**config.mk**
```make
export PLATFORM = sky130hd
export DESIGN_NAME = msg_framer_flat
export DESIGN_NICKNAME = d
export VERILOG_FILES = /design/src/rtl/msg_framer_pkg.sv /design/src/rtl/msg_framer_if.sv /design/src/rtl/msg_framer_rr_arbiter.sv /design/src/rtl/msg_framer.sv /design/src/flat_wrapper.sv
export SDC_FILE = /design/constraint.sdc
export NUM_CORES = 1
export LEC_CHECK = 0
export CAP_MARGIN = 0
export CORE_ASPECT_RATIO = 1.5
export CORE_MARGIN = 4
export CORE_UTILIZATION = 52
export DETAILED_ROUTE_END_ITERATION = 8
export HOLD_SLACK_MARGIN = 0.02
export PLACE_DENSITY_LB_ADDON = 0.08
export SYNTH_ARGS = -nofsm -noshare
export SYNTH_HDL_FRONTEND = slang
export SYNTH_SLANG_ARGS = --single-unit
```
**constraint.sdc**
```tcl
create_clock -name clk -period 4.8 [get_ports clk]
set_input_delay 0.48 -clock clk [delete_from_list [all_inputs] [get_ports clk]]
set_output_delay 0.48 -clock clk [all_outputs]
set_load 0.02 [all_outputs]
```
**src/rtl/msg_framer_pkg.sv**
```systemverilog
// Shared constants, state encoding and helpers for the message framer family.
package msg_framer_pkg;

  localparam int unsigned LEN_W = 16;

  localparam logic [7:0] MARKER_MASTER             = 8'hA5;
  localparam logic [7:0] FLAG_CONTROL_COMMAND_WORD = 8'h01;
  localparam logic [7:0] FLAG_STATUS_WORD          = 8'h02;
  localparam logic [7:0] FLAG_DATA_BLOCK           = 8'h03;
  localparam logic [7:0] FLAG_EVENT_REPORT         = 8'h04;

  typedef enum logic [2:0] {
    ST_IDLE    = 3'd0,
    ST_MARK    = 3'd1,
    ST_FLAG    = 3'd2,
    ST_N1      = 3'd3,
    ST_N2      = 3'd4,
    ST_PAYLOAD = 3'd5,
    ST_CSUM    = 3'd6
  } state_t;

  // Index of the set bit in a one-hot vector of up to eight channels.
  function automatic logic [2:0] onehot_to_idx(input logic [7:0] oh);
    logic [2:0] idx;
    idx = '0;
    for (int i = 0; i < 8; i++) begin
      if (oh[i]) idx = 3'(i);
    end
    return idx;
  endfunction

endpackage

```
**src/rtl/msg_framer_if.sv**
```systemverilog
// Source-side and coder-side handshake bundle of the message framer.
interface msg_framer_if #(
  parameter int unsigned NUM_CH = 4,
  parameter int unsigned LEN_W  = 16
);
  logic [NUM_CH-1:0]       ch_req;
  logic [NUM_CH*LEN_W-1:0] ch_len;
  logic [NUM_CH*8-1:0]     ch_data;
  logic [NUM_CH-1:0]       ch_valid;
  logic [NUM_CH-1:0]       ch_ready;
  logic [NUM_CH-1:0]       ch_grant;
  logic [7:0]              out_data;
  logic                    out_valid;
  logic                    out_ready;
  logic                    busy;
  logic                    msg_end;

  modport master (
    input  ch_req, ch_len, ch_data, ch_valid, out_ready,
    output ch_ready, ch_grant, out_data, out_valid, busy, msg_end
  );

  modport slave (
    output ch_req, ch_len, ch_data, ch_valid, out_ready,
    input  ch_ready, ch_grant, out_data, out_valid, busy, msg_end
  );
endinterface

```
**src/rtl/msg_framer_rr_arbiter.sv**
```systemverilog
// Round-robin arbiter: first requester at or after the pointer, cyclically.
module msg_framer_rr_arbiter #(
  parameter int unsigned NUM_CH = 4,
  parameter int unsigned PTR_W  = 2
) (
  input  logic [NUM_CH-1:0] i_req,
  input  logic [PTR_W-1:0]  i_ptr,
  output logic [NUM_CH-1:0] o_grant
);
  localparam int unsigned W2 = 2 * NUM_CH;

  logic [NUM_CH-1:0] w_rot;
  logic [W2-1:0]     w_pick;
  logic [W2-1:0]     w_grant2;

  // Rotate so the pointer lands on bit 0, pick lowest, rotate back.
  always_comb begin
    w_rot  = NUM_CH'({i_req, i_req} >> i_ptr);
    w_pick = '0;
    for (int k = int'(NUM_CH) - 1; k >= 0; k--) begin
      if (w_rot[k]) w_pick = W2'(1) << k;
    end
    w_grant2 = w_pick << i_ptr;
    o_grant  = w_grant2[NUM_CH-1:0] | w_grant2[W2-1:NUM_CH];
  end
endmodule

```
**src/rtl/msg_framer.sv**
```systemverilog
// Multi-source framer: arbitrates channels and emits MARKER/FLAG/N1/N2/payload/CSUM.
module msg_framer
  import msg_framer_pkg::*;
#(
  parameter int unsigned          NUM_CH     = 4,
  parameter int unsigned          LEN_W      = 16,
  parameter logic [7:0]           MARKER     = MARKER_MASTER,
  parameter logic [NUM_CH*8-1:0]  FLAG_TABLE = {FLAG_EVENT_REPORT, FLAG_DATA_BLOCK,
                                                FLAG_STATUS_WORD, FLAG_CONTROL_COMMAND_WORD},
  parameter bit                   CSUM_EN    = 1'b1
) (
  input logic               clk,
  input logic               rst,
  msg_framer_if.master      mif
);
  localparam int unsigned IDX_W = (NUM_CH > 1) ? $clog2(NUM_CH) : 1;

  state_t            r_state, w_state_nxt;
  logic [IDX_W-1:0]  r_sel, r_rr_ptr;
  logic [NUM_CH-1:0] r_grant;
  logic [LEN_W-1:0]  r_len, r_cnt;
  logic [7:0]        r_csum;

  logic [NUM_CH-1:0] w_arb_grant, w_ch_ready;
  logic [IDX_W-1:0]  w_arb_idx;
  logic [LEN_W-1:0]  w_arb_len;
  logic [7:0]        w_sel_data, w_sel_flag, w_out_data;
  logic              w_sel_valid, w_out_valid, w_xfer, w_last, w_take, w_pay_last;

  msg_framer_rr_arbiter #(.NUM_CH(NUM_CH), .PTR_W(IDX_W)) u_arb (
    .i_req   (mif.ch_req),
    .i_ptr   (r_rr_ptr),
    .o_grant (w_arb_grant)
  );

  assign w_arb_idx = IDX_W'(onehot_to_idx(8'(w_arb_grant)));

  // Per-channel muxes for the latched channel and the arbitration winner.
  always_comb begin
    w_sel_data  = '0;
    w_sel_valid = 1'b0;
    w_sel_flag  = '0;
    w_arb_len   = '0;
    for (int i = 0; i < int'(NUM_CH); i++) begin
      if (r_sel == IDX_W'(i)) begin
        w_sel_data  = mif.ch_data[i*8 +: 8];
        w_sel_valid = mif.ch_valid[i];
        w_sel_flag  = FLAG_TABLE[i*8 +: 8];
      end
      if (w_arb_idx == IDX_W'(i)) w_arb_len = mif.ch_len[i*LEN_W +: LEN_W];
    end
  end

  // Next-state and output decode; payload is a combinational pass-through.
  always_comb begin
    w_state_nxt = r_state;
    w_out_valid = 1'b0;
    w_out_data  = '0;
    w_ch_ready  = '0;
    w_take      = 1'b0;
    w_last      = 1'b0;
    case (r_state)
      ST_IDLE:    w_take = |mif.ch_req;
      ST_MARK:    begin w_out_valid = 1'b1; w_out_data = MARKER;       end
      ST_FLAG:    begin w_out_valid = 1'b1; w_out_data = w_sel_flag;   end
      ST_N1:      begin w_out_valid = 1'b1; w_out_data = r_len[15:8];  end
      ST_N2:      begin w_out_valid = 1'b1; w_out_data = r_len[7:0];   end
      ST_PAYLOAD: begin
        w_out_valid = w_sel_valid;
        w_out_data  = w_sel_data;
        w_ch_ready  = r_grant & {NUM_CH{mif.out_ready}};
      end
      ST_CSUM:    begin w_out_valid = 1'b1; w_out_data = r_csum;       end
      default:    ;
    endcase
    w_xfer     = w_out_valid & mif.out_ready;
    w_pay_last = (r_cnt == r_len - LEN_W'(1));
    case (r_state)
      ST_IDLE: if (w_take) w_state_nxt = ST_MARK;
      ST_MARK: if (w_xfer) w_state_nxt = ST_FLAG;
      ST_FLAG: if (w_xfer) w_state_nxt = ST_N1;
      ST_N1:   if (w_xfer) w_state_nxt = ST_N2;
      ST_N2: begin
        if (w_xfer) begin
          if (r_len == '0) begin
            w_state_nxt = CSUM_EN ? ST_CSUM : ST_IDLE;
            w_last      = !CSUM_EN;
          end else begin
            w_state_nxt = ST_PAYLOAD;
          end
        end
      end
      ST_PAYLOAD: begin
        if (w_xfer && w_pay_last) begin
          w_state_nxt = CSUM_EN ? ST_CSUM : ST_IDLE;
          w_last      = !CSUM_EN;
        end
      end
      ST_CSUM: begin
        if (w_xfer) begin
          w_state_nxt = ST_IDLE;
          w_last      = 1'b1;
        end
      end
      default: w_state_nxt = ST_IDLE;
    endcase
  end

  // State register.
  always_ff @(posedge clk) begin
    if (rst) r_state <= ST_IDLE;
    else     r_state <= w_state_nxt;
  end

  // Grant latch, length counter and running checksum (MARKER excluded).
  always_ff @(posedge clk) begin
    if (rst) begin
      r_grant  <= '0;
      r_sel    <= '0;
      r_rr_ptr <= '0;
      r_len    <= '0;
      r_cnt    <= '0;
      r_csum   <= '0;
    end else begin
      if (w_take) begin
        r_grant  <= w_arb_grant;
        r_sel    <= w_arb_idx;
        r_len    <= w_arb_len;
        r_rr_ptr <= (w_arb_idx == IDX_W'(NUM_CH - 1)) ? '0 : w_arb_idx + IDX_W'(1);
        r_cnt    <= '0;
        r_csum   <= '0;
      end
      if (w_xfer && (r_state != ST_MARK) && (r_state != ST_CSUM)) r_csum <= r_csum + w_out_data;
      if (w_xfer && (r_state == ST_PAYLOAD)) r_cnt <= r_cnt + LEN_W'(1);
      if (w_xfer && w_last) r_grant <= '0;
    end
  end

  assign mif.ch_grant  = r_grant;
  assign mif.ch_ready  = w_ch_ready;
  assign mif.out_data  = w_out_data;
  assign mif.out_valid = w_out_valid;
  assign mif.busy      = (r_state != ST_IDLE);
  assign mif.msg_end   = w_xfer & w_last & ~rst;

endmodule

```
**src/flat_wrapper.sv**
```systemverilog
// flat-port wrapper written by rule: the top's interface ports become plain ports
module msg_framer_flat import msg_framer_pkg::*;
#(
  parameter int unsigned          NUM_CH     = 4,
  parameter int unsigned          LEN_W      = 16,
  parameter logic [7:0]           MARKER     = MARKER_MASTER,
  parameter logic [NUM_CH*8-1:0]  FLAG_TABLE = {FLAG_EVENT_REPORT, FLAG_DATA_BLOCK,
                                                FLAG_STATUS_WORD, FLAG_CONTROL_COMMAND_WORD},
  parameter bit                   CSUM_EN    = 1'b1
)
  (clk, rst, mif_ch_req, mif_ch_len, mif_ch_data, mif_ch_valid, mif_out_ready, mif_ch_ready, mif_ch_grant, mif_out_data, mif_out_valid, mif_busy, mif_msg_end);
  msg_framer_if #(.NUM_CH(NUM_CH), .LEN_W(LEN_W)) mif_i ();
  input logic clk;
  input logic rst;
  input wire logic [$bits(mif_i.ch_req)-1:0] mif_ch_req;
  input wire logic [$bits(mif_i.ch_len)-1:0] mif_ch_len;
  input wire logic [$bits(mif_i.ch_data)-1:0] mif_ch_data;
  input wire logic [$bits(mif_i.ch_valid)-1:0] mif_ch_valid;
  input wire logic [$bits(mif_i.out_ready)-1:0] mif_out_ready;
  output wire logic [$bits(mif_i.ch_ready)-1:0] mif_ch_ready;
  output wire logic [$bits(mif_i.ch_grant)-1:0] mif_ch_grant;
  output wire logic [$bits(mif_i.out_data)-1:0] mif_out_data;
  output wire logic [$bits(mif_i.out_valid)-1:0] mif_out_valid;
  output wire logic [$bits(mif_i.busy)-1:0] mif_busy;
  output wire logic [$bits(mif_i.msg_end)-1:0] mif_msg_end;
  assign mif_i.ch_req = mif_ch_req;
  assign mif_i.ch_len = mif_ch_len;
  assign mif_i.ch_data = mif_ch_data;
  assign mif_i.ch_valid = mif_ch_valid;
  assign mif_i.out_ready = mif_out_ready;
  assign mif_ch_ready = mif_i.ch_ready;
  assign mif_ch_grant = mif_i.ch_grant;
  assign mif_out_data = mif_i.out_data;
  assign mif_out_valid = mif_i.out_valid;
  assign mif_busy = mif_i.busy;
  assign mif_msg_end = mif_i.msg_end;
  msg_framer #(.NUM_CH(NUM_CH), .LEN_W(LEN_W), .MARKER(MARKER), .FLAG_TABLE(FLAG_TABLE), .CSUM_EN(CSUM_EN)) u_core (.clk(clk), .rst(rst), .mif(mif_i));
endmodule
```
### Word level (Yosys, flattened, before mapping)

Cells that the tools add are included.

| operators by class | value |
|---|---|
| $add $sub $neg | 4 |
| eq/ne operators | 22 |
| bitwise operators | 6 |
| shift-type cells | 2 |
| reductions and logical operators | 16 |
| mux-type cells | 43 |

Operator list:

| operator | count |
|---|---|
| $mux 16 | 6 |
| $mux 8 | 9 |
| $pmux 8 s6 | 1 |
| $mux 3 | 8 |
| $pmux 3 s7 | 1 |
| $add 16x1->16 const B | 1 |
| $eq 16x16->1 | 1 |
| $logic_not 16->1 | 1 |
| $sub 16x1->16 const B | 1 |
| $ne 2x1->1 const B | 7 |
| $mux 2 | 6 |
| $eq 3x3->1 const B | 3 |
| $mux 1 | 9 |
| $add 8x8->8 | 1 |
| $eq 2x2->1 const B | 4 |
| $mux 4 | 2 |
| $shl 8x2->8 | 1 |
| $shr 8x2->4 | 1 |
| $reduce_and 7->1 | 1 |
| $eq 3x2->1 const B | 2 |
| $logic_and 1x1->1 | 5 |
| $reduce_or 5->1 | 1 |
| $and 4x4->4 | 1 |
| $eq 2x1->1 const B | 2 |
| other kinds (14) | 18 |

| storage, ports and cells | value |
|---|---|
| logic and storage cells | 100 |
| register bits | 51 |
| input port bits | 107 |

### Logic depth before layout (Yosys ltp)

Gate-level depths: netlist (run 1).

| logic depth | value |
|---|---|
| depth after elaboration | 15 |
| depth in mapped cells | 16 |

### Cells and area by module

From an unflattened synthesis (run 1), not the netlist that was laid out.

| second synthesis, totals | value |
|---|---|
| cells, all modules | 588 |
| area, all modules | 4,279.1 µm² |

By module, submodules not included:

| module | sequential area each (µm²) | instances | area an instance (µm²) | cells each |
|---|---|---|---|---|
| msg_framer | 1,021.0 | 1 | 4,174.0 | 571 |
| msg_framer_rr_arbiter | 0.0 | 1 | 105.1 | 17 |

### Least setup slack after synthesis (run 1)

OpenSTA, ideal clock, no wires.

| timing | value |
|---|---|
| path type | register to register |
| start | register u_core.r_sel[0] |
| end | register u_core.r_csum[7] |
| library setup time | 86 ps |
| period minus slack after synthesis | 3,410 ps |
| data required time | 4,714 ps |
| cell stages (with the launch flop) | 17 |
| data arrival time | 3,325 ps |
| path slack | 1,390 ps |
| path through | dfxtp_1 -> inv_1 -> ha_1 -> nor2b_1 -> a221o_1 -> o21ai_0 -> o211ai_1 -> o2111ai_1 -> o21ai_0 -> ha_1 -> a21oi_1 -> nor2b_1 -> o31a_1 -> o41ai_1 -> xnor2_1 -> o21a_1 -> a211oi_1 |

| between the ends | value |
|---|---|
| elaborated cells between the ends (all ways) | 24 |
| classes of those cells | add/sub (1); eq/ne (3); mux (15); bitwise (1); reduce/logical (4) |

RTL lines:

| item | line | RTL |
|---|---|---|
| start: declaration | msg_framer.sv:19 | `logic [IDX_W-1:0] r_sel, r_rr_ptr;` |
| start signal: assignment | msg_framer.sv:127 | `r_sel <= w_arb_idx;` |
| $logic_not 2->1 | msg_framer.sv:45 | `if (r_sel == IDX_W'(i)) begin` |
| $mux 8 (4 in series) | msg_framer.sv:45 |  |
| $pmux 8 s6 (*) | msg_framer.sv:62 | `case (r_state)` |
| via mif_out_data[1] | flat_wrapper.sv:22 | `output wire logic [$bits(mif_i.out_data)-1:0] mif_out_data;` |
| $add 8x8->8 (*) | msg_framer.sv:133 | `if (w_xfer && (r_state != ST_MARK) && (r_state != ST_CSUM)) r_csum <= r_csum + w_out_data;` |
| $mux 8 (*) | msg_framer.sv:133 |  |
| end signal: assignment | msg_framer.sv:133 |  |
| end: declaration | msg_framer.sv:22 | `logic [7:0] r_csum;` |

The timed path passes the listed nets; every way through them passes the cells marked *.
A chain may end at the register's enable or synchronous reset.

### Final worst setup path (run 1)

| timing | value |
|---|---|
| start | register u_core.r_sel[1] |
| end | register u_core.r_csum[7] |

| between the ends | value |
|---|---|
| cells in the longest elaborated chain, start to end | 10 |
| elaborated cells between the ends (all ways) | 24 |
| classes of those cells | add/sub (1); eq/ne (3); mux (15); bitwise (1); reduce/logical (4) |

RTL lines:

| item |
|---|
| branches (longest 10 deep; another with $add 8x8->8) |

Parallel ways; which one is timed is not known.

==> summary.md, run 1 <==
| Metric | Value |
|---|---|
| # Max-Cap Violations | `0` |
| Placed Instance Area | `5360 um2` |
| Post-Syn Area per Cell | `7.36 um2` |
| Simple-gate portion of the synthesized area | `between 20 and 25%` |
| RSZ-0062 raised after global routing | `false` |
| Hold Vio Cnt, Final | `0` |
| Main combinational cell family by area after synthesis | `compound AO/OA/AOI/OAI gates` |
| Crit. Startpoint | `u_core.r_sel[1]$_SDFFE_PP0P_` |
| Core area | `7660 um2` |
| Synthesized flop and latch total | `51` |
| Initial antenna violation count | `0` |
| Metal3 WL | `around 810 um` |
| Worst EP arrival | `4.10 ns` |
| Gr usage total | `a little under a third` |
| Max_slew headroom | `around 33%` |
| First-pass GRT wire length | `22,500 um` |
| Longest Clk Path Bufs | `2` |
| Required @ worst endpoint | `5.01 ns` |
| Worst r2r path cells | `16` |
| Final WL | `about 14,000 um` |
| CTS buffer count | `5` |
| Mapped Cells | `558` |
| Register area | `between 1000 and 1500 um2` |
| Multi-input logic area | `roughly 2900 um2` |
| Final setup viols | `0` |
| Sequential-to-total area share from yosys stat | `24.9%` |
| Async S/R FF share, synth | `0%` |
| Clock slew at reported path FFs | `about 0.070 ns` |
| WHS Path Cells | `2` |
| Number of I/O port buffers | `approximately 130` |
| Top Family by Delay on Critical Path | `compound AO/OA/AOI/OAI gates` |
| Routed length per instance | `18.9 um` |
| Routed via count | `4,696` |
| Final GP Congestion | `between 0.8 and 0.9` |
| Final instance area | `5510 um2` |
| TritonCTS sink count | `51` |
| Minimum clock period | `3.89 ns` |
| Worst setup SP type | `flip-flop` |
| Crit path capture type | `flip-flop` |
| Top layer in use | `met4` |
| Adder-Cell Fraction of Synth Area | `5.36%` |
| Static leakage | `a little over 2 nW` |
| Post-synthesis xor/xnor area fraction | `around 5.8%` |
| Post-Syn Nets | `682` |
| Htree depth | `2` |
| Yosys Warn Count | `0` |
| Peak Freq | `between 0.2 and 0.3 GHz` |
| DR pass1 iterations | `5` |
| WS Path Type | `reg2reg` |
| Worst path cell trace | `inv_1 > ha_1 > nor2b_1 > a221o_1 > o21ai_0 > o211ai_1 > o2111ai_1 > o21ai_0 > ha_1 > a21oi_1 > nor2b_1 > o31a_1 > o41ai_1 > xnor2_1 > o21a_1 > a211oi_1` |
| P per Cell Area | `between 500 and 600 nW/um2` |
| Detailed router's first-iteration violation count | `about 500` |
| Die Y | `117 um` |
| VDD IR-drop max | `0.000284 V` |
| Final #Nets | `776` |
| Yosys cell types | `64` |
| Post-synthesis mux area share | `3.32%` |
| Layout Utilization | `71.9%` |
| Worst-Skew Late Latency | `0.29 ns` |
| Compound-Gate Fraction of Synth Area | `30.5%` |
| Ports | `126` |
| Layout cells sized above 1 | `3.83%` |
| CTS tree | `done` |
| Row cnt | `39` |
| Clk_skew | `0.00665 ns` |
| Synth Flop Type | `dfxtp_1` |
| Diode count | `0` |
| Final Slew Violations | `0` |
| WL met1 | `5450 um` |
| CP max FO | `13` |
| CTS root buf | `clkbuf_16` |
| Fill cells | `667` |
| Cell count along the critical path | `16` |
| Vias per cell | `slightly above 6` |
| Initial core utilization | `53.6%` |
| Final antenna-violating net count | `0` |
| Setup TNS | `0 ns` |
| Largest net degree at the start of global routing | `51` |
| Overflow after GRT | `0` |
| Worst Hold Class | `reg2reg` |
| Post-synth EDFFs | `0` |
| Area Overhead vs Synth | `34.2%` |
| Status | `finished clean` |
| Crit-path slowest cell | `nor2b_1` |
| Reg2reg start | `u_core.r_sel[1]$_SDFFE_PP0P_` |
| Resize count post-CTS | `0` |
| DRC errors left | `0` |
| WP buf/inv | `1` |
| Met2 WL | `7550 um` |
| Post-CTS setup buffer count | `0` |
| Hpwl dp | `between 10,000 and 15,000 um` |
| Max stage delay on crit path | `0.44 ns` |
| Actual slew at the worst max-slew pin | `1.01 ns` |
| Die X | `80.6 um` |
| Die area | `9420 um2` |
| Final Cycle Share | `81.1%` |
| Synthesized area | `4110 um2` |
| Hold_buf cts | `0` |
| Vias in the first global route | `4,668` |
| Worst hold path startpoint | `u_core.mif.ch_grant[2]$_SDFFE_PP0P_` |
## worst reg2reg max path, stage by stage, from the launching register on
cell,delay [ns]
dfxtp_1,0.41
inv_1,0.09
ha_1,0.35
nor2b_1,0.44
a221o_1,0.22
o21ai_0,0.09
o211ai_1,0.17
o2111ai_1,0.12
o21ai_0,0.26
ha_1,0.33
a21oi_1,0.13
nor2b_1,0.08
o31a_1,0.26
o41ai_1,0.32
xnor2_1,0.15
o21a_1,0.21
a211oi_1,0.19
## through the flow
stage	setup slack (ns)	instances	hold WS (ns)	total power, W
detailed placement	0.774	747	0.459	0.00254
floorplan	1.39	558	0.460	0.00198
global placement	0.912	747	0.455	0.00249
CTS	0.924	755	0.468	0.00291
global route	0.567	755	0.493	0.00315
finish	0.909	755	0.468	0.00294
## cells in the mapped netlist, types with 6 or more instances
master,instances,area (um2)
and3_1,8,50.1
clkbuf_1,40,150
inv_1,15,56.3
nand2_1,51,191
nor2b_1,7,43.8
xor2_1,9,78.8
a31oi_1,6,37.5
mux2i_1,8,80.1
nor3_1,20,100
ha_1,16,200
a22o_1,15,131
dfxtp_1,51,1020
a221oi_1,10,87.6
nand3_1,20,100
a21oi_1,63,315
xnor2_1,18,158
nor2_1,66,248
a221o_1,17,170
o21ai_0,25,125
a211oi_1,7,52.6
## layer usage
layer | up-vias | track usage [%]
met1 | 2217 | 33.3
met2 | 180 | 58.5
met3 | 46 | 3.68
met5 | - | 0
met4 | 0 | 10.8
li1 | 2253 | -
## path summary, 6_finish.rpt
| check | to | slack, ns |
|---|---|---|
| hold / removal | u_core.mif.ch_grant[2]$_SDFFE_PP0P_ | 0.47 |
| setup / recovery | u_core.r_csum[7]$_SDFFE_PP0P_ | 0.91 |
| setup reg to reg | u_core.r_csum[7]$_SDFFE_PP0P_ | 0.91 |
| hold reg to reg | u_core.mif.ch_grant[2]$_SDFFE_PP0P_ | 0.47 |
## power by group
| group | switching (W) | internal (W) | leakage, nW | total (W) |
|---|---|---|---|---|
| sequential | 0.000240 | 0.000528 | 0.416 | 0.000768 |
| combinational | 0.00101 | 0.000792 | 1.59 | 0.00181 |
| clock | 0.000167 | 0.000195 | 0.0742 | 0.000362 |
| total | 0.00142 | 0.00152 | 2.08 | 0.00294 |
## sequential cells by signal, indices dropped and copies added (netlist names)
| name | flops |
|---|---|
| u_core.r_rr_ptr | 2 |
| u_core.r_state | 3 |
| u_core.r_sel | 2 |
| u_core.r_len | 16 |
| u_core.mif.ch_grant | 4 |
| u_core.r_cnt | 16 |
| u_core.r_csum | 8 |
## final cells by class
type                       instances  share of cell area [%]
timing repair buffer             130                    23.4
inverter                          15                    1.02
multi-input combinational        449                    52.1
clock inverter                     3                   0.409
tap                              102                    2.32
clock buffer                       5                    2.27
sequential                        51                    18.5
## placed cells by master (no fill, tap or decap), types with 10 or more instances in the layout
master	instances
dfxtp_1	51
xnor2_1	18
clkdlybuf4s50_1	125
a22o_1	15
nand2_1	51
nand3_1	20
a21oi_1	62
a221o_1	17
ha_1	16
o21ai_0	25
a221oi_1	10
nor3_1	20
inv_1	15
nor2_1	66
## cells by family (layout without fill, tap and decap cells)
| kind of cell | count (synthesis) | in the layout |
|---|---|---|
| AND/OR/NAND/NOR | 210 | 210 |
| AO/OA/AOI/OAI | 182 | 182 |
| buffers and inverters | 58 | 153 |
| flip-flops | 51 | 51 |
| XOR/XNOR | 27 | 27 |
| adder cells (fa/ha/maj) | 17 | 17 |
| multiplexers | 13 | 13 |
Power figures use the tool's default switching activity.
==> run 2: changes to the inputs <==
--- a/config.mk
+++ b/config.mk
@@ -8,7 +8,7 @@
 export CAP_MARGIN = 0
 export CORE_ASPECT_RATIO = 1.5
 export CORE_MARGIN = 4
-export CORE_UTILIZATION = 52
+export CORE_UTILIZATION = 48
 export DETAILED_ROUTE_END_ITERATION = 8
 export HOLD_SLACK_MARGIN = 0.02
 export PLACE_DENSITY_LB_ADDON = 0.08
==> constraint.sdc (replaced) <==
create_clock -name clk -period 3.7 [get_ports clk]
set_input_delay 0.37 -clock clk [delete_from_list [all_inputs] [get_ports clk]]
set_output_delay 0.37 -clock clk [all_outputs]
set_load 0.02 [all_outputs]
==> summary.md, run 2 (synthesized netlist as in run 1, its figures left out) <==
| Metric | Value |
|---|---|
| Clock group share of total power | `12.4% (was 12.3%)` |
| Sw power | `0.00184 W (was 0.00142 W)` |
| Crit path capture type | `flip-flop (unchanged)` |
| VDD IR-drop max | `0.000405 V (was 0.000284 V)` |
| Final Slew Violations | `0 (unchanged)` |
| Worst-Skew Late Latency | `0.29 ns (about the same)` |
| Worst EP arrival | `3.54 ns (was 4.10 ns)` |
| Most frequent cells in the layout | `clkdlybuf4s50_1, nor2_1, a21oi_1, nand2_1, dfxtp_1 (unchanged)` |
| Post-place setup slack | `0.150 ns (was 0.774 ns)` |
| Hpwl dp | `10,700 um (was 10,800 um)` |
| Final WS setup | `0.367 ns (was 0.909 ns)` |
| Clk_skew | `0.00644 ns (was 0.00665 ns)` |
| Hold Vio Cnt, Final | `0 (unchanged)` |
| Leading cell type in the layout, fill and taps excluded | `clkdlybuf4s50_1 (unchanged)` |
| Vias per cell | `6.10 (was 6.22)` |
| Initial core utilization | `49.1% (was 53.6%)` |
| Required @ worst endpoint | `3.91 ns (was 5.01 ns)` |
| Worst hold path startpoint | `u_core.mif.ch_grant[0]$_SDFFE_PP0P_ (was u_core.mif.ch_grant[2]$_SDFFE_PP0P_)` |
| Final #Nets | `787 (was 776)` |
| Ports | `126 (unchanged)` |
| Crit-path slowest cell | `dfxtp_1 (was nor2b_1)` |
| Routed length per instance | `18.0 um (was 18.9 um)` |
| Routed via count | `4,700 (was 4,696)` |
| Htree depth | `2 (unchanged)` |
| Worst setup SP type | `flip-flop (unchanged)` |
| WS Path Type | `reg2reg (unchanged)` |
| Detailed router's first-iteration violation count | `407 (was 504)` |
| Largest net degree at the start of global routing | `51 (unchanged)` |
| Final antenna-violating net count | `0 (unchanged)` |
| DR pass1 iterations | `5 (unchanged)` |
| Cell repeated most along the worst path | `ha_1` |
| Worst reg2reg endpoint | `u_core.r_csum[7]$_SDFFE_PP0P_ (unchanged)` |
| Die area | `10,100 um2 (was 9420 um2)` |
| CP max FO | `6 (was 13)` |
| Row cnt | `41 (was 39)` |
| Status | `finished clean (unchanged)` |
| Max_slew headroom | `45.1% (was 32.8%)` |
| Post-CTS setup buffer count | `0 (unchanged)` |
| Peak Freq | `0.300 GHz (was 0.257 GHz)` |
| Worst path cell trace | `inv_1 > ha_1 > nor2b_2 > a221o_1 > o21ai_0 > o211ai_1 > o2111ai_1 > o21ai_2 > ha_1 > a21oi_1 > nor2b_1 > o31a_1 > o41ai_2 > xnor2_1 > o21a_1 > a211oi_1 (was inv_1 > ha_1 > nor2b_1 > a221o_1 > o21ai_0 > o211ai_1 > o2111ai_1 > o21ai_0 > ha_1 > a21oi_1 > nor2b_1 > o31a_1 > o41ai_1 > xnor2_1 > o21a_1 > a211oi_1)` |
| Reg2Reg Setup Slack | `0.37 ns (was 0.91 ns)` |
| Die Y | `121 um (was 117 um)` |
| RSZ-0062 raised after global routing | `false (unchanged)` |
| Longest Clk Path Bufs | `2 (unchanged)` |
| Net switching fraction of the power | `47.9% (was 48.4%)` |
| Area Overhead vs Synth | `36.7% (was 34.2%)` |
| First-pass GRT wire length | `22,900 um (was 22,500 um)` |
| Flop pwr share | `25.8% (was 26.2%)` |
| Max stage delay on crit path | `0.39 ns (was 0.44 ns)` |
| Diode count | `0 (unchanged)` |
| Actual slew at the worst max-slew pin | `0.817 ns (was 1.01 ns)` |
| Static leakage | `2.15 nW (was 2.08 nW)` |
| P per Cell Area | `684 nW/um2 (was 533 nW/um2)` |
| Overflow after GRT | `0 (unchanged)` |
| Vias in the first global route | `4,538 (was 4,668)` |
| DRC errors left | `0 (unchanged)` |
| Worst Hold Class | `reg2reg (unchanged)` |
| Hold EP | `u_core.mif.ch_grant[0]$_SDFFE_PP0P_ (was u_core.mif.ch_grant[2]$_SDFFE_PP0P_)` |
| Hold_buf cts | `0 (unchanged)` |
| CTS tree | `done (unchanged)` |
| Combinational fraction of design power | `61.8% (was 61.5%)` |
| WHS Path Cells | `2 (unchanged)` |
| CTS root buf | `clkbuf_16 (unchanged)` |
| Final WL | `13,900 um (was 14,300 um)` |
| Biggest regs | `u_core.r_cnt x16, u_core.r_len x16, u_core.r_csum x8 (unchanged)` |
| TritonCTS sink count | `51 (unchanged)` |
| Final setup viols | `0 (unchanged)` |
| CTS buffer count | `5 (unchanged)` |
| Reg2reg start | `u_core.r_sel[0]$_SDFFE_PP0P_ (was u_core.r_sel[1]$_SDFFE_PP0P_)` |
| Layout cells sized above 1 | `5.87% (was 3.83%)` |
| Die X | `83.5 um (was 80.6 um)` |
| Core area | `8360 um2 (was 7660 um2)` |
| Final Cycle Share | `90.1% (was 81.1%)` |
| Internal power | `0.00200 W (was 0.00152 W)` |
| Initial antenna violation count | `0 (unchanged)` |
| # Max-Cap Violations | `0 (unchanged)` |
| Gr usage total | `27.4% (was 30.3%)` |
| Worst r2r path cells | `16 (unchanged)` |
| Final GP Congestion | `0.959 (was 0.898)` |
| Resize count post-CTS | `0 (unchanged)` |
| Minimum clock period | `3.33 ns (was 3.89 ns)` |
| Clock slew at reported path FFs | `0.07 ns (about the same)` |
| Number of I/O port buffers | `125 (unchanged)` |
| Setup TNS | `0 ns (unchanged)` |
==> run 2: worst max path at each step <==
stage / slack [ns] / depth (start not counted) / to / startpoint
after floorplan: 0.29 / 16 / u_core.r_csum[7]$_SDFFE_PP0P_ / u_core.r_sel[0]$_SDFFE_PP0P_
after global placement: 0.32 / 16 / u_core.r_csum[7]$_SDFFE_PP0P_ / u_core.r_sel[0]$_SDFFE_PP0P_
after detailed placement: 0.15 / 16 / u_core.r_csum[7]$_SDFFE_PP0P_ / u_core.r_sel[0]$_SDFFE_PP0P_
after CTS: 0.11 / 16 / u_core.r_csum[7]$_SDFFE_PP0P_ / u_core.r_sel[0]$_SDFFE_PP0P_
after global routing: 0.09 / 16 / u_core.r_csum[7]$_SDFFE_PP0P_ / u_core.r_sel[0]$_SDFFE_PP0P_
final: 0.37 / 16 / u_core.r_csum[7]$_SDFFE_PP0P_ / u_core.r_sel[0]$_SDFFE_PP0P_
==> run 2: power by group through the flow <==
| stage | registers [W] | logic (W) | clock network, W |
|---|---|---|---|
| 6_report | 0.000991 | 0.00237 | 0.000476 |
| 5_1_grt | 0.00101 | 0.00262 | 0.000504 |
| 4_1_cts | 0.000978 | 0.00235 | 0.000482 |
| 3_5_place_dp | 0.000989 | 0.00233 | 0 |
| 3_3_place_gp | 0.000980 | 0.00230 | 0 |
| 2_1_floorplan | 0.000823 | 0.00174 | 0 |
==> run 2: stage by stage <==
step | hold slack [ns] | total power [W] | std cells | util [%] | cell area (um2)
after CTS | 0.469 | 0.00381 | 771 | 67.0 | 5600
after detailed placement | 0.459 | 0.00332 | 763 | 65.2 | 5450
final | 0.465 | 0.00384 | 771 | 67.2 | 5620
after global placement | 0.455 | 0.00328 | 763 | 65.2 | 5450
after global routing | 0.492 | 0.00413 | 771 | 67.2 | 5620
after floorplan | 0.460 | 0.00256 | 558 | - | 4110
==> run 2: cell type report <==
cell class,count,area (um2)
Multi-Input combinational cell,449,2880
Clock buffer,5,125
Inverter,15,56.3
Clock inverter,3,23.8
Fill cell,724,2750
Timing Repair Buffer,141,1370
Sequential cell,51,1020
Tap cell,107,134
==> run 2: per-layer routing <==
| layer | vias up | track usage, % | wire, um |
|---|---|---|---|
| met4 | 0 | 9.46 | 461 |
| li1 | 2277 | - | - |
| met3 | 38 | 4.55 | 736 |
| met2 | 185 | 50.1 | 7090 |
| met1 | 2200 | 32.0 | 5590 |
| met5 | - | 0 | 0 |
==> run 2: worst max-delay path, delay by kind of cell, from the launching register on <==
kind                     cells  cell delay (ns)
flip-flops                   1             0.39
AND/OR/NAND/NOR              2             0.27
AO/OA/AOI/OAI               10             1.84
XOR/XNOR                     1             0.14
buffers and inverters        1             0.08
adder cells (fa/ha/maj)      2             0.54
==> variant 1: new RTL, settings of run 2 <==
Re-encode `state_t` (7 states) as one-hot, 7 bits wide.
--- a/src/rtl/msg_framer_pkg.sv
+++ b/src/rtl/msg_framer_pkg.sv
@@ -9,14 +9,14 @@
   localparam logic [7:0] FLAG_DATA_BLOCK           = 8'h03;
   localparam logic [7:0] FLAG_EVENT_REPORT         = 8'h04;
 
-  typedef enum logic [2:0] {
-    ST_IDLE    = 3'd0,
-    ST_MARK    = 3'd1,
-    ST_FLAG    = 3'd2,
-    ST_N1      = 3'd3,
-    ST_N2      = 3'd4,
-    ST_PAYLOAD = 3'd5,
-    ST_CSUM    = 3'd6
+  typedef enum logic [6:0] {
+    ST_IDLE    = 7'b0000001,
+    ST_MARK    = 7'b0000010,
+    ST_FLAG    = 7'b0000100,
+    ST_N1      = 7'b0001000,
+    ST_N2      = 7'b0010000,
+    ST_PAYLOAD = 7'b0100000,
+    ST_CSUM    = 7'b1000000
   } state_t;
 
   // Index of the set bit in a one-hot vector of up to eight channels.
Check against the original RTL: same outputs for any inputs over 4 cycles, from zero or initial values and one cycle with rst high; so few cycles prove little.
==> variant 1 against run 2 <==
Maximum frequency decreased by 2.9%. Sequential power is 18% lower. Setup slack worse by 99 ps. Cell area is 5.5% higher. Power shrank 32%. Sequential cell count is 4 higher. Area after synthesis increased by 6.4%. Via count rose by 1.8%. Combinational power shrank 45%. Routed wire length fell by 1.4%.
==> variant 1: results (changes against run 2) <==
Crit-path slowest cell=dfxtp_1; metal2 WL=7.17 mm (+1.2%); VDD IR max=0.000411 V (+1.5%); total global-route track usage=25.3% (-2.1 points); Antenna diodes=0 (unchanged); nets=833 (+5.8%); slowest stage delay, CP=530 ps (+140 ps); hold path endpoint=u_core.mif.ch_grant[0]; reg2reg setup slack=270 ps (-100 ps); DRT Pass-1 Iters=5 (unchanged); Worst Clk Skew=8.03 ps (+1.59 ps); R2R depth=16 (unchanged); crit-path leading delay family=compound AO/OA/AOI/OAI gates; Met1 Wirelength=5.02 mm (-10%); global-route wire length before repair=22.1 mm (-3.4%); gp weighted congestion=0.918 (-4.2%); share of cells above drive strength 1=7.78% (+1.9 points); largest net degree at the start of global routing=53 (+3.9%); Clk pin slew, worst setup/hold paths=70 ps (about the same); synth warn=0 (unchanged); Fin Hold WS=482 ps (+17.6 ps); Starting DRT DRC Count=261 (-36%); WP data required=3940 ps (+30 ps); initial antenna violation count=0 (unchanged); worst rel slew slack=36.0% (-9.1 points); Top Registers=u_core.r_cnt: 16 flops, u_core.r_len: 16 flops, u_core.r_csum: 8 flops; leading post-synthesis cells by cell area=dfxtp_1 25%, nor2_1 7.7%, a21oi_1 7.7%; met2 Use GR=47.8% (-2.3 points); sequential fraction of the synthesis area=25.2% (+0.34 points); worst r2r src=u_core.r_state[3]; crit path to=u_core.r_csum[7]; status=finished, final reports clean; via count=4785 (+1.8%); met1 Usage GRT=25.5% (-6.5 points); met3 wire length=934 µm (+27%); LEAKAGE=2.23 nW (+3.8%); GR Util met3=4.83% (+0.28 points); worst hold start=u_core.mif.ch_grant[0]; Synth Net Count=722 (+5.9%); Detailed Route WL=13.7 mm (-1.4%); worst-path fanout max=10 (+4); placed cell area=0.00572 mm² (+4.8%); hpwl dp=11.0 mm (+3.7%); Yosys cell types=68 (+6.3%); hold path depth=2 (unchanged); Post-synth top cells=90 x nor2_1, 67 x a21oi_1, 55 x dfxtp_1, 48 x nand2_1, 31 x o21ai_0
variant 1: cell types whose count changed after synthesis, moves of 10 or more:
cell      change
a221o_1      -13
o211ai_1     +15
a22o_1       -15
clkbuf_1     -10
a22oi_1      +18
nor2_1       +24
variant 1: cell type report:
cell class / count / area [µm²]
sequential: 55 / 1100
multi-input combinational: 490 / 3100
clock buffer: 7 / 153
inverter: 12 / 45.0
tap: 110 / 138
fill: 806 / 2960
timing repair buffer: 142 / 1380
clock inverter: 1 / 7.51
variant 1: kinds of logic (layout without fill, tap and decap cells):
family / count (synthesis) / in the layout / share of synthesized area (%)
compound gates: 187 / 187 / 27.9
xor+xnor: 30 / 30 / 6.01
fa+ha+maj: 20 / 20 / 5.90
buf+inv: 50 / 162 / 4.75
flops: 55 / 55 / 25.2
mux: 10 / 10 / 2.40
simple gates: 243 / 243 / 27.9
variant 1: tightest hold or removal path, cell delays in order, from the launching register on:
cell and delay, ps:
dfxtp_1 330, nand2_1 60, a21oi_1 50
variant 1: timing repair:
action                     CTS  global route
setup endpoints to repair    1             2
resized for setup            1            11
pin swaps                    0             3
gates cloned                 0             0
hold buffers                 0             0
hold endpoints to repair     0             0
buffers inserted             0             1
variant 1: metrics by stage:
step / instances / setup WS, ps / total power (W)
after floorplan: 595 / 40.2 / 0.00171
after global placement: 808 / 216 / 0.00210
after detailed placement: 808 / -0.0926 / 0.00212
after CTS: 816 / 10.8 / 0.00263
after global routing: 817 / 27.9 / 0.00283
final: 817 / 268 / 0.00262
variant 1: where the power goes:
| part | switching [W] | internal (W) | total, W |
|---|---|---|---|
| logic | 0.000734 | 0.000580 | 0.00131 |
| clock network | 0.000210 | 0.000288 | 0.000498 |
| registers | 0.000140 | 0.000671 | 0.000811 |
| total | 0.00108 | 0.00154 | 0.00262 |
==> variant 2: new RTL, flow settings as in run 2 <==
Without the edit above. `CSUM_EN` is set to 1'b1 in 2 places; all go to 1'b0.
--- a/src/rtl/msg_framer.sv
+++ b/src/rtl/msg_framer.sv
@@ -7,7 +7,7 @@
   parameter logic [7:0]           MARKER     = MARKER_MASTER,
   parameter logic [NUM_CH*8-1:0]  FLAG_TABLE = {FLAG_EVENT_REPORT, FLAG_DATA_BLOCK,
                                                 FLAG_STATUS_WORD, FLAG_CONTROL_COMMAND_WORD},
-  parameter bit                   CSUM_EN    = 1'b1
+  parameter bit                   CSUM_EN    = 1'b0
 ) (
   input logic               clk,
   input logic               rst,
--- a/src/flat_wrapper.sv
+++ b/src/flat_wrapper.sv
@@ -6,7 +6,7 @@
   parameter logic [7:0]           MARKER     = MARKER_MASTER,
   parameter logic [NUM_CH*8-1:0]  FLAG_TABLE = {FLAG_EVENT_REPORT, FLAG_DATA_BLOCK,
                                                 FLAG_STATUS_WORD, FLAG_CONTROL_COMMAND_WORD},
-  parameter bit                   CSUM_EN    = 1'b1
+  parameter bit                   CSUM_EN    = 1'b0
 )
   (clk, rst, mif_ch_req, mif_ch_len, mif_ch_data, mif_ch_valid, mif_out_ready, mif_ch_ready, mif_ch_grant, mif_out_data, mif_out_valid, mif_busy, mif_msg_end);
   msg_framer_if #(.NUM_CH(NUM_CH), .LEN_W(LEN_W)) mif_i ();
Formal check against the unedited RTL: not equivalent (Yosys sat finds a counterexample within 10 cycles, from zero or initial values and one cycle with rst high).
==> variant 2 against run 2 <==
Highest routed layer unchanged. First-iteration DRC count is 5.7% lower. Non-clock buffer count is 5 higher. Via count is 3.8% higher. Synthesized cell count is 5.7% higher. Global-route usage is 0.14 points lower. Area after synthesis is 2.5% higher. Clock skew is 1.3 ps lower. Cell area is 2.6% higher. Routed wire length is 1.3% higher. Final cell count is 5.2% higher. Utilization is 0.89 points higher. Power is 2.3% lower. Setup slack worse by 120 ps. Sequential cell count stayed put.
==> variant 2: results (changes against run 2) <==
cells after synthesis=590 (+5.7%); R2R depth=18 (+2); Placement Setup Slack=199 ps (+49.3 ps); Worst Clk Skew=5.16 ps (-1.27 ps); non-clock buffer count=146 (+3.5%); DR WL/cell=17.3 µm (-3.7%); Data buffer area share=24.5% (+0.085 points); leading post-synthesis cells by cell area=dfxtp_1 24%, a21oi_1 9.2%, nor2_1 6.5%; crit path to=mif_out_data[7]; GR Util met3=4.37% (-0.19 points); met1 Usage GRT=29.6% (-2.5 points); reg2reg setup slack=270 ps (-100 ps); status=finished, final reports clean; CP Launch Point=u_core.r_state[2]; slowest stage delay, CP=720 ps (+330 ps); share of cells above drive strength 1=6.68% (+0.80 points); worst reg2reg path endpoint=u_core.r_csum[6]; footprint of the multi-input gates=0.00297 mm² (+3.0%); Seq area share=17.7% (-0.43 points); #MultiIn Comb=482 (+7.3%); global-route wire length before repair=22.8 mm (-0.54%); LEAKAGE=2.14 nW (-0.27%); Die Wd=84.5 µm (+1.1%); Met1 Wirelength=5.43 mm (-2.9%); Crit-path slowest cell=a2111oi_0; Post-Synth Adder-Cell Area=5.83% (+0.47 points); Starting DRT DRC Count=384 (-5.7%); worst-margin pin slew=983 ps (+166 ps); Yosys cell types=58 (-9.4%); nets=829 (+5.3%); vias per cell=6.02 (-1.3%); total global-route track usage=27.2% (-0.14 points); inverters=17 (+2); filler instances=749 (+3.5%); post-cts resize count=2 (+2); Fmax=289 MHz (-3.6%); CP Data Arrival Time=3090 ps (-450 ps); VDD IR max=0.000414 V (+2.2%); clk cell area share=2.72% (+0.064 points); hpwl dp=11.0 mm (+3.6%); number of clock buffers in the layout=8 (+3); met2 Use GR=52.0% (+1.9 points); metal2 WL=7.25 mm (+2.3%); Switching Fraction=46.7% (-1.1 points)
==> variant 2: how the worst min path moves through the flow <==
stage | startpoint | end | slack [ps] | cells after the start
after floorplan | u_core.r_csum[4] | u_core.r_csum[4] | 460 | 2
after global placement | u_core.r_csum[5] | u_core.r_csum[5] | 480 | 2
after detailed placement | u_core.r_csum[5] | u_core.r_csum[5] | 490 | 2
after CTS | u_core.r_csum[5] | u_core.r_csum[5] | 500 | 2
after global routing | u_core.r_csum[5] | u_core.r_csum[5] | 530 | 2
final | u_core.r_csum[6] | u_core.r_csum[6] | 500 | 2
==> variant 2: power groups by stage <==
stage / Sequential [W] / Combinational (W) / Clock [W]
after detailed placement: 0.000921 / 0.00230 / 0
after global placement: 0.000914 / 0.00227 / 0
after global routing: 0.000936 / 0.00261 / 0.000513
final: 0.000922 / 0.00234 / 0.000489
after CTS: 0.000910 / 0.00232 / 0.000497
after floorplan: 0.000814 / 0.00167 / 0
